**config.mk**
```make
export PLATFORM = sky130hd
export DESIGN_NAME = if_fetch_unit
export DESIGN_NICKNAME = d
export VERILOG_FILES = /design/src/rtl/if_pkg.sv /design/src/rtl/if_fetch_buffer.sv /design/src/rtl/if_fetch_unit.sv
export SDC_FILE = /design/constraint.sdc
export NUM_CORES = 1
export LEC_CHECK = 0
export ABC_AREA = 1
export ABC_CLOCK_PERIOD_IN_PS = 4200
export CAP_MARGIN = 20
export CORE_MARGIN = 5
export CORE_UTILIZATION = 45
export DETAILED_ROUTE_END_ITERATION = 8
export GPL_TIMING_DRIVEN = 0
export PLACE_DENSITY = 0.78
export SYNTH_ARGS = -nofsm -noshare
export SYNTH_HDL_FRONTEND = slang
export SYNTH_SLANG_ARGS = --single-unit
```
**constraint.sdc**
```tcl
create_clock -name clk -period 4.2 [get_ports clk]
set_input_delay 1.05 -clock clk [delete_from_list [all_inputs] [get_ports clk]]
set_output_delay 1.05 -clock clk [all_outputs]
set_load 0.05 [all_outputs]
```
**src/rtl/if_pkg.sv**
```systemverilog
// Shared types and constants for the instruction-fetch stage.
package if_pkg;

  localparam int unsigned XLEN = 32;

  localparam logic [XLEN-1:0] RESET_PC_DEFAULT = 32'h0000_3000;
  localparam logic [XLEN-1:0] NOP_WORD         = 32'h0000_0000;

  // IDLE: nothing outstanding, BUSY: response kept, DROP: response discarded.
  typedef enum logic [1:0] {
    StIdle = 2'd0,
    StBusy = 2'd1,
    StDrop = 2'd2
  } fetch_state_e;

  typedef struct packed {
    logic [XLEN-1:0] pc;
    logic [XLEN-1:0] instr;
  } fetch_entry_t;

  // Instruction addresses are word aligned; low bits of a target are ignored.
  function automatic logic [XLEN-1:0] word_align(input logic [XLEN-1:0] addr);
    return addr & ~32'h0000_0003;
  endfunction

endpackage

```
**src/rtl/if_fetch_buffer.sv**
```systemverilog
// Two-entry {PC, instr} FIFO between fetch and decode.
module if_fetch_buffer
  import if_pkg::*;
(
  input  logic            clk_i,
  input  logic            rst_i,
  input  logic            push_i,
  input  logic [XLEN-1:0] push_pc_i,
  input  logic [XLEN-1:0] push_instr_i,
  input  logic            pop_i,
  input  logic            flush_younger_i,
  output logic [1:0]      count_o,
  output logic [XLEN-1:0] head_pc_o,
  output logic [XLEN-1:0] head_instr_o
);

  fetch_entry_t ent_q [2];
  fetch_entry_t ent_d [2];
  logic [1:0]   count_q, count_d;
  logic [1:0]   kept;

  // Pop, then drop younger entries on flush, then append the push.
  always_comb begin
    ent_d = ent_q;
    kept  = count_q;
    if (pop_i && count_q != 2'd0) begin
      ent_d[0] = ent_q[1];
      kept     = count_q - 2'd1;
    end
    if (flush_younger_i) begin
      // Only an unpopped head survives a flush.
      kept = (pop_i || count_q == 2'd0) ? 2'd0 : 2'd1;
    end
    count_d = kept;
    if (push_i && kept != 2'd2) begin
      if (kept == 2'd0) begin
        ent_d[0] = '{pc: push_pc_i, instr: push_instr_i};
      end else begin
        ent_d[1] = '{pc: push_pc_i, instr: push_instr_i};
      end
      count_d = kept + 2'd1;
    end
  end

  // Storage and occupancy registers.
  always_ff @(posedge clk_i) begin
    if (rst_i) begin
      ent_q[0] <= '0;
      ent_q[1] <= '0;
      count_q  <= 2'd0;
    end else begin
      ent_q   <= ent_d;
      count_q <= count_d;
    end
  end

  // Head is forced to a nop at PC 0 when empty.
  always_comb begin
    count_o      = count_q;
    head_pc_o    = (count_q != 2'd0) ? ent_q[0].pc    : '0;
    head_instr_o = (count_q != 2'd0) ? ent_q[0].instr : NOP_WORD;
  end

endmodule

```
**src/rtl/if_fetch_unit.sv**
```systemverilog
// MIPS IF stage: owns the fetch PC, drives a one-outstanding imem port and
// feeds ID through a 2-entry buffer while honouring the branch delay slot.
module if_fetch_unit
  import if_pkg::*;
#(
  parameter logic [XLEN-1:0] RESET_PC = RESET_PC_DEFAULT
) (
  input  logic            clk,
  input  logic            rst,
  input  logic            stall_ID,
  input  logic            branch_jump,
  input  logic [XLEN-1:0] bj_address,
  output logic            imem_req,
  output logic [XLEN-1:0] imem_addr,
  input  logic            imem_ack,
  input  logic [XLEN-1:0] imem_rdata,
  output logic [XLEN-1:0] instr_IF,
  output logic [XLEN-1:0] PC_IF,
  output logic            valid_IF
);

  fetch_state_e    state_q, state_d;
  logic            req_q, req_d;
  logic [XLEN-1:0] addr_q, addr_d;
  logic [XLEN-1:0] fetch_pc_q, fetch_pc_d;
  logic            pend_valid_q, pend_valid_d;
  logic [XLEN-1:0] pend_addr_q, pend_addr_d;

  logic [1:0]      buf_count;
  logic [1:0]      occ_after;
  logic            buf_empty, ack, pop, redirect, flush_younger, push;
  logic            free_after, issue;
  logic [XLEN-1:0] target, fpc_eff, pend_addr_eff;
  logic            pend_valid_eff;

  assign target        = word_align(bj_address);
  assign buf_empty     = (buf_count == 2'd0);
  assign valid_IF      = !buf_empty;
  assign ack           = imem_ack && req_q;
  assign pop           = valid_IF && !stall_ID;
  assign redirect      = branch_jump && !stall_ID;
  // Head pops as the delay slot; anything behind it is wrong-path.
  assign flush_younger = redirect && !buf_empty;
  // An ack landing while the head is the delay slot is wrong-path too.
  assign push          = ack && (state_q == StBusy) && !flush_younger;

  // Redirect bookkeeping: if fetch_pc itself is the delay slot the target
  // waits in the pending register, otherwise it replaces fetch_pc now.
  always_comb begin
    fpc_eff        = fetch_pc_q;
    pend_valid_eff = pend_valid_q;
    pend_addr_eff  = pend_addr_q;
    if (redirect) begin
      if (buf_empty && state_q == StIdle) begin
        pend_valid_eff = 1'b1;
        pend_addr_eff  = target;
      end else begin
        fpc_eff = target;
      end
    end
  end

  // Issue only with the port free after this edge and room for the response.
  always_comb begin
    occ_after  = flush_younger ? 2'd0 : (buf_count + {1'b0, push} - {1'b0, pop});
    free_after = (state_q == StIdle) || ack;
    issue      = free_after && (occ_after <= 2'd1);
  end

  // FSM and fetch-address next state.
  always_comb begin
    state_d = state_q;
    unique case (state_q)
      StIdle: state_d = StIdle;
      StBusy: begin
        if (ack) begin
          state_d = StIdle;
        end else if (flush_younger) begin
          state_d = StDrop;
        end
      end
      StDrop: if (ack) state_d = StIdle;
      default: state_d = StIdle;
    endcase
    if (issue) state_d = StBusy;

    req_d        = (state_d != StIdle);
    addr_d       = issue ? fpc_eff : addr_q;
    fetch_pc_d   = fpc_eff;
    pend_valid_d = pend_valid_eff;
    pend_addr_d  = pend_addr_eff;
    if (issue) begin
      fetch_pc_d   = pend_valid_eff ? pend_addr_eff : fpc_eff + 32'd4;
      pend_valid_d = 1'b0;
    end
  end

  // State and registered memory-port outputs; reset wins over everything.
  always_ff @(posedge clk) begin
    if (rst) begin
      state_q      <= StIdle;
      req_q        <= 1'b0;
      addr_q       <= '0;
      fetch_pc_q   <= RESET_PC;
      pend_valid_q <= 1'b0;
      pend_addr_q  <= '0;
    end else begin
      state_q      <= state_d;
      req_q        <= req_d;
      addr_q       <= addr_d;
      fetch_pc_q   <= fetch_pc_d;
      pend_valid_q <= pend_valid_d;
      pend_addr_q  <= pend_addr_d;
    end
  end

  assign imem_req  = req_q;
  assign imem_addr = addr_q;

  if_fetch_buffer u_buffer (
    .clk_i          (clk),
    .rst_i          (rst),
    .push_i         (push),
    .push_pc_i      (addr_q),
    .push_instr_i   (imem_rdata),
    .pop_i          (pop),
    .flush_younger_i(flush_younger),
    .count_o        (buf_count),
    .head_pc_o      (PC_IF),
    .head_instr_o   (instr_IF)
  );

endmodule

```
==> impl_metrics.yaml <==
cts:
  cts_hold_buffers: 0
  cts_buffers: 25
  clk_path_buf_depth: 3
  cts_num_sinks: 230
  cts_tree: "done"
  path_clk_slew_ns: 0.06
  clockRootBuffer: "clkbuf_16"
  ctsHtreeMaxLevel: 1
  clk_latency_ns: 0.54
  cts.repair.resized: 1
  post_cts_buffers: 0
timing:
  hold_ws_ns: 0.4447
  drv_slew: 0
  hold_viol_final: 0
  relSlewSlack_pct: 40.05
  setup_viol: 0
  worst_slack_ns: 0.1584
  max_freq_mhz: 247.4
  finClkSkew_ns: 0.01759
  period_minus_slack_ns: 4.042
  period_share_pct: 96.23
  tightest_slew_ns: 0.8898
  grt_setup_unrepaired: "no"
power:
  powerDensity_nw_per_um2: 640.5
  peakVddDrop_mv: 0.3492
  p_leak_nw: 5.260
setup_path:
  critPathRequiredTime_ns: 3.15
  cp_max_fo: 10
  path_buf_inv: 4
  critical_path_class: "reg2out"
  crit_arrival_ns: 2.99
  critPathMaxStageDelay_ns: 0.73
  r2r_cells: 14
  critPathLaunch: "u_buffer.count_o[1]$_SDFF_PP0_"
  crit_slowest_cell: "clkdlybuf4s50_1"
  cp.depth: 6
  worst_r2r_endpoint: "u_buffer.ent_q[84]$_SDFF_PP0_"
  r2r_start: "u_buffer.count_o[1]$_SDFF_PP0_"
  end_kind: "output pin"
  crit_family: "buffers and inverters"
  critPathLaunchType: "register"
  critPathCapture: "PC_IF[16]"
  crit_chain: "inv_1 > ha_1 > clkbuf_1 > buf_1 > nor2_1 > clkdlybuf4s50_1"
  r2r_slack_ns: 0.67
logic_synthesis:
  syn_area_per_cell_um2: 6.844
  synth.area.top_cells: "dfxtp_1 43%, o21ai_0 10%, nand2_1 9.3%"
  synth_top_area_share_pct: 42.74
  synthCells: 1574
  synth_seq_cells: 230
  synth.cell_area_um2: 10770
  ys_async_sr_fraction_pct: 0
  synth-main-ff-cell: "dfxtp_1"
  yosysWarnings: 0
  synth-seq-area-share_pct: 42.74
  synth_cell_type_count: 31
  synth-edff-count: 0
  synth_top_cell_by_area: "dfxtp_1"
  postSynthNetCount: 1651
route:
  wl_mm: 33.80
  wl_per_cell_um: 16.09
  drt_iter0_drc: 1064
  vias: 10888
  ant_nets: 0
  drt-pass1-iter-count: 6
  routed_via_density: 5.182
  drc_errors: 0
worst_hold_path:
  whs_path_depth: 2
  hp-class: "reg2reg"
run:
  maxCapViolations: 0
grt:
  grt_antenna_before_repair: 0
  grt_max_degree: 20
  grt.overflow.total: 0
  first_global_vias: 10419
  track_usage_pct: 24.50
  grt_pass1_wl_mm: 53.63
floorplan:
  die_x_um: 164.7
  die-area_um2: 27130
  die_y_um: 164.7
  core_area_um2: 23540
  io-pin-count: 167
  rows: 56
  start_util_pct: 45.76
final_layout:
  drive_gt1_share_pct: 7.015
  antenna_cells: 0
  syn_to_final_growth_pct: 27.36
  nFillCells: 2236
  final_nets: 1840
  instances_no_fill: 2101
placed_design:
  dp_hpwl_mm: 25.44
  io_buffers: 163
  place.gp.congestion: 0.9137
  dp_cells: 2056
  pre_cts_ws_ns: -0.8775
status:
  status: "completed"
## synth_stat cells, drive strengths merged (2+ instances only)
cell type    n
xor2         4
nand3       66
mux2i       22
clkbuf      63
nor3        33
nand2      287
a21oi      137
buf         33
nand4        2
ha           8
dfxtp      230
o22ai       33
nor2       190
nand3b       2
inv        226
o21ai      234
## metal layers
layer / GRT usage [%] / vias up / wire, um
li1: - / 5411 / -
met1: 31.91 / 5012 / 14490
met2: 41.78 / 396 / 15780
met3: 3.818 / 69 / 2445
met4: 7.750 / 0 / 1080
met5: 0 / - / 0
## worst min path at each step
stage / to / start
final: u_buffer.ent_q[52]$_SDFFE_PP0P_ / u_buffer.ent_q[52]$_SDFFE_PP0P_
after CTS: u_buffer.ent_q[17]$_SDFFE_PP0P_ / u_buffer.ent_q[17]$_SDFFE_PP0P_
after global routing: u_buffer.ent_q[11]$_SDFFE_PP0P_ / u_buffer.ent_q[11]$_SDFFE_PP0P_
after detailed placement: u_buffer.ent_q[17]$_SDFFE_PP0P_ / u_buffer.ent_q[17]$_SDFFE_PP0P_
after global placement: pend_addr_q[1]$_SDFF_PP0_ / pend_addr_q[1]$_SDFF_PP0_
after floorplan: pend_addr_q[0]$_SDFF_PP0_ / pend_addr_q[0]$_SDFF_PP0_
## flip-flops by register name (all words and copies together) (netlist names)
signal,flops
imem_addr,32
pend_addr_q,32
imem_req,1
u_buffer.count_o,2
fetch_pc_q,32
pend_valid_q,1
u_buffer.ent_q,128
state_q,2
## cell families (layout without fill, tap and decap cells)
group	count (synthesis)	in the layout	share of synthesized area (%)
compound gates	406	406	19.28
xor+xnor	4	4	0.3252
fa+ha+maj	8	8	0.9292
buf+inv	323	531	11.75
flops	230	230	42.74
mux	22	22	2.044
simple gates	581	581	22.93
## power breakdown
group          switching [mW]  internal [mW]
Sequential              0.180           2.60
Clock                   0.956           1.46
Combinational            2.59           1.01
## layout by cell type (no fill, tap or decap), drive strengths merged
master         synthesis  final
nand2                287    287
o21ai                234    234
dfxtp                230    230
inv                  226    228
nor2                 190    190
clkdlybuf4s50          0    163
a21oi                137    137
clkbuf                63     91
nand3                 66     66
nor3                  33     33
o22ai                 33     33
buf                   33     33
mux2i                 22     22
ha                     8      8
clkinv                 1      8
bufinv                 0      5
xor2                   4      4
clkinvlp               0      3
nand4                  2      2
nand3b                 2      2
a211oi                 1      1
or2                    1      1
a31oi                  1      1
## tightest hold or removal path: stages, from the launching register on
cell and delay (ns):
dfxtp_1 0.31, inv_1 0.05, a21oi_1 0.05
## layout make-up
type                       count  area (um^2)  area share [%]
buffer                        95        415.4           3.028
timing repair buffer         163         1632           11.89
clock buffer                  29        670.6           4.888
inverter                     227        852.1           6.210
sequential                   230         4604           33.56
tap                          319        399.1           2.909
clock inverter                17        240.2           1.751
multi-input combinational   1021         4907           35.77
## per-stage QoR
| step | total power, mW | instance area (um^2) | TNS [ns] | utilization [%] |
|---|---|---|---|---|
| floorplan | 5.197 | 10770 | 0 | - |
| global placement | 6.277 | 12800 | -77.18 | 54.38 |
| CTS | 8.752 | 13710 | 0 | 58.24 |
| global route | 9.268 | 13720 | 0 | 58.28 |
| detailed placement | 6.344 | 12800 | -81.32 | 54.38 |
| finish | 8.789 | 13720 | 0 | 58.28 |
Power figures use the tool's default switching activity.
